`config.mk`:
```
export PLATFORM = sky130hd
export DESIGN_NAME = io_mem_arbiter
export DESIGN_NICKNAME = d
export VERILOG_FILES = /design/src/rtl/io_pkg.sv /design/src/rtl/io_int_latch.sv /design/src/rtl/io_mem_arbiter.sv
export SDC_FILE = /design/constraint.sdc
export NUM_CORES = 1
export LEC_CHECK = 0
export BUFFER_PORTS_ARGS = -buffer_cell sky130_fd_sc_hd__buf_2
export CORE_ASPECT_RATIO = 1.1
export CORE_UTILIZATION = 40
export DETAILED_ROUTE_END_ITERATION = 6
export PLACE_DENSITY = 0.76
export RECOVER_POWER = 100
export SLEW_MARGIN = 15
export SYNTH_ARGS = -nofsm -noshare
export SYNTH_HDL_FRONTEND = slang
export SYNTH_HIERARCHICAL = 1
export SYNTH_SLANG_ARGS = --single-unit
```
`constraint.sdc`:
```
create_clock -name clk -period 2.8 [get_ports clk]
set_input_delay 0.42 -clock clk [delete_from_list [all_inputs] [get_ports clk]]
set_output_delay 0.42 -clock clk [all_outputs]
set_load 0.05 [all_outputs]
```
`src/rtl/io_pkg.sv`:
```
// Shared definitions for the IO memory arbiter: FSM encoding, memory size and
// the legal-access check used at grant time.
package io_pkg;

  typedef enum logic [1:0] {
    IDLE   = 2'd0,
    ACCESS = 2'd1,
    DONE   = 2'd2
  } state_t;

  localparam int IO_MEM_BYTES = 4096;

  // Done in 33 bits so an address near 2^32 cannot wrap into the legal range.
  function automatic logic addr_ok(input logic [31:0] addr, input int mem_bytes);
    logic [32:0] w_last;
    w_last = {1'b0, addr} + 33'd3;
    return (addr[1:0] == 2'b00) && (w_last < 33'(mem_bytes));
  endfunction

endpackage

```
`src/rtl/io_int_latch.sv`:
```
// Device interrupt path: rising-edge detect on dev_int, sticky pending bit
// cleared by the CPU acknowledge, and a registered enable-gated intr.
module io_int_latch (
  input  logic clk,
  input  logic rst_n,
  input  logic dev_int,
  input  logic ie,
  input  logic int_ack,
  output logic intr
);

  logic r_dev_q;
  logic r_pend;
  logic r_intr;
  logic w_rise;

  assign w_rise = dev_int & ~r_dev_q;

  always_ff @(posedge clk or negedge rst_n) begin
    if (!rst_n) begin
      r_dev_q <= 1'b0;
      r_pend  <= 1'b0;
      r_intr  <= 1'b0;
    end else begin
      r_dev_q <= dev_int;
      // A new edge arriving with the acknowledge must not be lost.
      r_pend  <= w_rise | (r_pend & ~int_ack);
      r_intr  <= r_pend & ie;
    end
  end

  assign intr = r_intr;

endmodule

```
`src/rtl/io_mem_arbiter.sv`:
```
// Round-robin arbiter between the CPU (port 0) and an IO device (port 1) in front
// of the single-port IO memory, plus the device interrupt latch.
module io_mem_arbiter
  import io_pkg::*;
#(
  parameter int MEM_BYTES = IO_MEM_BYTES,
  parameter int DATA_W    = 32
) (
  input  logic              clk,
  input  logic              rst_n,
  input  logic              req0,
  input  logic              req1,
  input  logic              wr0,
  input  logic              wr1,
  input  logic [31:0]       addr0,
  input  logic [31:0]       addr1,
  input  logic [DATA_W-1:0] wdata0,
  input  logic [DATA_W-1:0] wdata1,
  output logic              ack0,
  output logic              ack1,
  output logic              err0,
  output logic              err1,
  output logic [DATA_W-1:0] rdata,
  output logic              dm_cs,
  output logic              dm_wr,
  output logic              dm_rd,
  output logic [31:0]       mem_addr,
  output logic [DATA_W-1:0] mem_din,
  input  logic [DATA_W-1:0] mem_dout,
  input  logic              dev_int,
  input  logic              ie,
  input  logic              int_ack,
  output logic              intr
);

  state_t            r_state;
  state_t            w_state_nxt;
  logic              r_gnt;
  logic              r_last;
  logic              r_wr;
  logic              r_err;
  logic [31:0]       r_addr;
  logic [DATA_W-1:0] r_wdata;
  logic [DATA_W-1:0] r_rdata;

  logic              w_any;
  logic              w_sel;
  logic [31:0]       w_addr;
  logic              w_ok;

  assign w_any  = req0 | req1;
  // On contention the port that did not win last time goes next.
  assign w_sel  = (req0 & req1) ? ~r_last : req1;
  assign w_addr = w_sel ? addr1 : addr0;
  assign w_ok   = addr_ok(w_addr, MEM_BYTES);

  always_ff @(posedge clk or negedge rst_n) begin
    if (!rst_n) r_state <= IDLE;
    else        r_state <= w_state_nxt;
  end

  always_comb begin
    w_state_nxt = r_state;
    dm_cs       = 1'b0;
    dm_wr       = 1'b0;
    dm_rd       = 1'b0;
    ack0        = 1'b0;
    ack1        = 1'b0;
    err0        = 1'b0;
    err1        = 1'b0;
    case (r_state)
      IDLE: begin
        if (w_any) w_state_nxt = w_ok ? ACCESS : DONE;
      end
      ACCESS: begin
        dm_cs       = 1'b1;
        dm_wr       = r_wr;
        dm_rd       = ~r_wr;
        w_state_nxt = DONE;
      end
      DONE: begin
        ack0        = ~r_gnt;
        ack1        = r_gnt;
        err0        = ~r_gnt & r_err;
        err1        = r_gnt & r_err;
        w_state_nxt = IDLE;
      end
      default: w_state_nxt = IDLE;
    endcase
  end

  always_ff @(posedge clk or negedge rst_n) begin
    if (!rst_n) begin
      r_gnt   <= 1'b0;
      r_last  <= 1'b1;
      r_wr    <= 1'b0;
      r_err   <= 1'b0;
      r_addr  <= '0;
      r_wdata <= '0;
      r_rdata <= '0;
    end else begin
      if (r_state == IDLE && w_any) begin
        r_gnt   <= w_sel;
        r_wr    <= w_sel ? wr1 : wr0;
        r_addr  <= w_addr;
        r_wdata <= w_sel ? wdata1 : wdata0;
        r_err   <= ~w_ok;
        r_rdata <= '0;
      end
      if (r_state == ACCESS && !r_wr) r_rdata <= mem_dout;
      if (r_state == DONE)            r_last  <= r_gnt;
    end
  end

  assign rdata    = r_rdata;
  assign mem_addr = r_addr;
  assign mem_din  = r_wdata;

  io_int_latch u_int (
    .clk     (clk),
    .rst_n   (rst_n),
    .dev_int (dev_int),
    .ie      (ie),
    .int_ack (int_ack),
    .intr    (intr)
  );

endmodule

```
# Yosys cells after proc, flatten, opt, wreduce, memory -nomap -nowiden
# Cells that the tools add are included.
dict set report classes {
  order_cmp 1
  reduce_logical 7
  eq_ne 3
  n_addsub 1
  bitwise_logic 14
  n_mux 16
}
# op n
set op_table {}
lappend op_table {{two-way mux 32 bit} 4}
lappend op_table {{adder 32 x 2 -> 33 bit, second input constant} 1}
lappend op_table {{less-than comparator 33 x 13 -> 1 bit, second input constant} 1}
lappend op_table {{two-way mux 1 bit} 9}
lappend op_table {{AND 1 bit} 6}
lappend op_table {{inverter 1 bit} 6}
lappend op_table {{logical NOT 2 bit} 2}
lappend op_table {{two-way mux 2 bit} 2}
lappend op_table {{case mux 2 bit (2 select lines)} 1}
lappend op_table {{logical AND 1 bit} 3}
lappend op_table {{equality test 2 x 1 -> 1 bit, second input constant} 1}
lappend op_table {{equality test 2 bit, second input constant} 1}
lappend op_table {{inequality test 2 bit, second input constant} 1}
lappend op_table {{OR 1 bit} 2}
lappend op_table {{nonzero test 2 bit} 1}
lappend op_table {{logical NOT 1 bit} 1}
dict set report word_totals {
  ff_bits 105
  input_bits 169
}

# Logic depth before layout (Yosys ltp)
dict set report depth {
  word_depth 9
  depth_mapped 10
}

# By module
# The synthesis kept the hierarchy.
# mod area_each_um2 seq_area_each_um2 cells_per_inst n_inst
set by_module_without_submodules {}
lappend by_module_without_submodules {io_mem_arbiter 5246.3 2553.7 594 1}
lappend by_module_without_submodules {io_int_latch 101.3 75.1 7 1}

# Least setup slack after synthesis
# No wires, ideal clock.
dict set report synth_timing {
  path_kind {in2reg}
  start {input port req1}
  end {register r_state[1]}
  n_path_buf 1
  path_stages 8
  path_slack_ns 0.362
  t_arrival_ns 2.297
  cell_sequence {a21bo_1 > buf_6 > nor4_4 > o22ai_2 > or4_4 > a221oi_2 > o2111a_1 > a311oi_1}
}
dict set report synth_via {
  elab_chain_cells 9
  elab_cells_between_ends 12
  classes_between {add/sub (1); order compare (1); eq/ne (1); mux (5); bitwise (2); reduce/logical (2)}
}
# item line_no
set synth_rtl {}
lappend synth_rtl {{start, declared} io_mem_arbiter.sv:12} ;# input logic req1,
lappend synth_rtl {{AND 1 bit} io_mem_arbiter.sv:53} ;# assign w_sel = (req0 & req1) ? ~r_last : req1;
lappend synth_rtl {{two-way mux 1 bit} io_mem_arbiter.sv:53}
lappend synth_rtl {{two-way mux 32 bit} io_mem_arbiter.sv:54} ;# assign w_addr = w_sel ? addr1 : addr0;
lappend synth_rtl {{adder 32 x 2 -> 33 bit} io_pkg.sv:16} ;# w_last = {1'b0, addr} + 33'd3;
lappend synth_rtl {{less-than comparator 33 x 13 -> 1 bit} io_pkg.sv:17} ;# return (addr[1:0] == 2'b00) && (w_last < 33'(mem_bytes));
lappend synth_rtl {{logical AND 1 bit} io_pkg.sv:17}
lappend synth_rtl {{two-way mux 2 bit (2 in a row)} io_mem_arbiter.sv:73} ;# if (w_any) w_state_nxt = w_ok ? ACCESS : DONE;
lappend synth_rtl {{case mux 2 bit (2 select lines)} io_mem_arbiter.sv:71} ;# case (r_state)
lappend synth_rtl {{end signal, assigned} io_mem_arbiter.sv:59} ;# else r_state <= w_state_nxt;
lappend synth_rtl {{end, declared} io_mem_arbiter.sv:36} ;# state_t r_state;
# Several ways; a longest one is shown, not always the timed one. The select of a mux whose other input is x is not followed.
# A chain may end at the register's enable or synchronous reset.

# Worst setup path after layout
dict set report layout_timing {
  start {register r_last}
  end {register r_err}
}
dict set report layout_via {
  elab_chain_cells 7
  elab_cells_between_ends 8
  classes_between {add/sub (1); order compare (1); mux (2); bitwise (2); reduce/logical (2)}
}
# item line_no
set layout_rtl {}
lappend layout_rtl {{start, declared} io_mem_arbiter.sv:39} ;# logic r_last;
lappend layout_rtl {{start signal, assigned} io_mem_arbiter.sv:111} ;# if (r_state == DONE) r_last <= r_gnt;
lappend layout_rtl {{inverter 1 bit (*)} io_mem_arbiter.sv:53}
lappend layout_rtl {{two-way mux 1 bit (*)} io_mem_arbiter.sv:53}
lappend layout_rtl {{two-way mux 32 bit (*)} io_mem_arbiter.sv:54}
lappend layout_rtl {{adder 32 x 2 -> 33 bit} io_pkg.sv:16}
lappend layout_rtl {{less-than comparator 33 x 13 -> 1 bit} io_pkg.sv:17}
lappend layout_rtl {{logical AND 1 bit (*)} io_pkg.sv:17}
lappend layout_rtl {{inverter 1 bit (*)} io_mem_arbiter.sv:107} ;# r_err <= ~w_ok;
lappend layout_rtl {{end signal, assigned} io_mem_arbiter.sv:107}
lappend layout_rtl {{end, declared} io_mem_arbiter.sv:41} ;# logic r_err;
# Mark *: on every way between the ends. The rest lies on a longest branch, timed or not.

==> results.yml <==
worst_hold_path:
  hold_depth: 1
  hp-class: "primary input to flop"
  hold_end: "u_int/r_dev_q"
  hold_start: "dev_int"
critical_path:
  arrival_ns: 2.84
  cp-end-kind: "flop"
  worstReg2RegStart: "r_last"
  cp_slowest_stage_delay_ns: 0.57
  critPathKind: "flop to flop"
  crit_required_ns: 2.98
  regToRegSetupSlack_ns: 0.13
  rr_worst_depth: 8
  slowest_stage: "dfstp_2"
  worstReg2RegEnd: "r_err"
  cp_cell_sequence: "a21bo_2 > buf_4 > and3_1 > o21ai_0 > or4_4 > a221oi_2 > o2111a_1 > a31oi_1"
  cp_max_fo: 7
  cp-start-kind: "flop"
power:
  peakVddDrop_uv: 335
  pwr_density_cell_nw_per_um2: 704
  power_leakage_nw: 3.31
  p_total_w: 0.00500
routing:
  final_antenna_net_count: 0
  num_vias: 5670
  drt_first_pass_iters: 7
  routed_wl_um: 18100
  vias_per_cell: 5.53
  drcViolationCount: 23
  wl_per_cell_um: 17.6
  drt_iter0_markers: 374
synth:
  yosys_warnings: 6
  synth-seq-area-share_pct: 49.2
  ys_types: 55
  ys_ff_latch: 105
  synth_area_um2: 5350
  async_flop_share_pct: 100
  synth_edf_count: 0
  postSynthAreaPerCell_um2: 8.90
  syn_inst: 601
  syn-num-nets: 770
  yosys_most_used_dff: "dfrtp_1"
sta:
  min_period_over_period_pct: 95.2
  final.setup_skew_ns: 0.00736
  hold_viol_final: 0
  worstMarginPinSlew_ns: 2.36
  setup_viol: 0
  timing.final.crit_period_ns: 2.67
  maxSlewViolCount: 41
  fmax_ghz: 0.375
  fin_setup_tns_ns: 0
  rsz0062_at_grt: "no"
  slew_headroom_pct: -57.5
  worst_slack_ns: 0.135
cts:
  clockRootBuffer: "clkbuf_16"
  h-tree-depth: 3
  cts_inserted_buffers: 9
  insertion_delay_ns: 0.35
  cts.clk_slew.worst_paths_ns: 0.07
  cts_tree: "built"
  post_cts_buffers: 0
  cts_buffer_depth: 2
  clock-sinks: 105
grt:
  antenna_found_initial: 0
  grt_pass1_vias: 5164
  grt_usage_pct: 25.6
  grt_max_degree: 111
  grt_pass1_wl_um: 27200
  overflow: 0
placed_design:
  gp_congestion: 0.929
  placed_cells: 1010
  hpwl_um: 13700
  post_dp_cell_area_um2: 6960
  pre_cts_slack_ns: 0.0767
  port_buffers: 272
layout:
  layout.cells.non_filler: 1025
  final_cell_mix: "buf_2, nand2_1, clkbuf_1, dfrtp_1, nor2_1"
  nNetsFinal: 1033
  antenna_cells: 0
  mostFrequentLayoutCell: "buf_2"
  syn_to_final_growth_pct: 32.9
  fin_area_um2: 7110
  multi_input_area_um2: 2520
  drive_gt1_share_pct: 24.7
  final-seq-area_um2: 2630
  fillCellCount: 1256
floorplanning:
  initial_core_util_pct: 41.8
  fp.dieW_um: 112
  pin_count: 273
  core_area_um2: 12800
  num_rows: 43
  dieArea_um2: 13800
  die_h_um: 123
flow_run:
  cap_violations: 1
outcome:
  status: "complete, but fails checks"
  violations: "design-rule violations, max-capacitance violations, max-slew violations"
## what timing repair did
action | 4_1_cts | 5_1_grt
resized for setup | 0 | 1
setup endpoints to repair | 0 | 1
hold buffers | 0 | 0
## power breakdown
| part | internal, W | leakage, nW | switching (W) | total (W) |
|---|---|---|---|---|
| combinational | 0.000408 | 1.87 | 0.00136 | 0.00177 |
| sequential | 0.00174 | 1.28 | 0.000121 | 0.00186 |
| clock | 0.000807 | 0.152 | 0.000565 | 0.00137 |
## stage by stage
step                hold WS (ns)  util, %
global placement           0.434     54.4
detailed placement         0.453     54.4
CTS                       0.0724     56.9
global route               0.191     55.5
finish                     0.199     55.5
floorplan                  0.124        -
## worst max path at each step
| stage | start | endpoint | depth (start not counted) |
|---|---|---|---|
| 2_1_floorplan | req1 | r_state[1] | 8 |
| 3_3_place_gp | req1 | r_err | 8 |
| 3_5_place_dp | req1 | r_err | 8 |
| 4_1_cts | r_last | r_err | 8 |
| 5_1_grt | r_last | r_err | 8 |
| 6_report | r_last | r_err | 8 |
## state kept, by name (all words and copies together), names as in the netlist
register / flops
u_int/r_dev_q: 1
r_state: 2
mem_din: 32
u_int/r_pend: 1
mem_addr: 32
u_int/intr: 1
r_gnt: 1
r_last: 1
r_err: 1
r_wr: 1
rdata: 32
## Yosys cell counts, drive strengths merged (3+ instances only)
cell type	number	share of area, %
xnor2	6	0.98
inv	7	0.49
a22o	32	5.2
a31oi	56	6.6
o211ai	3	0.42
nor3	18	1.7
nor3b	3	0.51
o21ai	15	1.4
o22ai	5	0.82
a21oi	5	0.47
nand3	13	1.2
nand4	12	1.4
a211oi	3	0.42
nand2	130	9.1
clkbuf	33	2.3
nor2	70	4.9
and3	9	1.1
mux2i	14	2.6
or3	3	0.35
and2	6	0.70
o31ai	3	0.42
buf	9	0.91
dfrtp	104	49
nor4	6	1.1
## final cells by class
class | count | share of cell area (%)
Inverter | 7 | 0.370
Multi-Input combinational cell | 447 | 35.5
Clock buffer | 11 | 3.41
Clock inverter | 4 | 1.07
Tap cell | 157 | 2.76
Timing Repair Buffer | 294 | 19.9
Sequential cell | 105 | 37.0
## critical path: cells and delay by family, from the launching register on
family / cells / cell delay [ns]
AOI/OAI and AO/OA: 5 / 1.04
DFF: 1 / 0.57
and+or+nand+nor: 2 / 0.68
buffers and inverters: 1 / 0.20
## layer usage
layer | share of wire [%] | wire length (um) | track usage, % | vias up
li1 | - | - | - | 2686
met1 | 41 | 7490 | 32.8 | 2689
met2 | 49 | 8810 | 43.4 | 270
met3 | 7.7 | 1390 | 5.93 | 25
met4 | 2.1 | 378 | 7.25 | 0
met5 | 0 | 0 | 0 | -
## kinds of logic after synthesis
family	Yosys count	share of synthesized area, %
compound gates	144	19.4
xor+xnor	8	1.31
buf+inv	49	3.72
flops	105	49.2
mux	16	3.04
simple gates	279	23.4
Power figures use the tool's default switching activity.
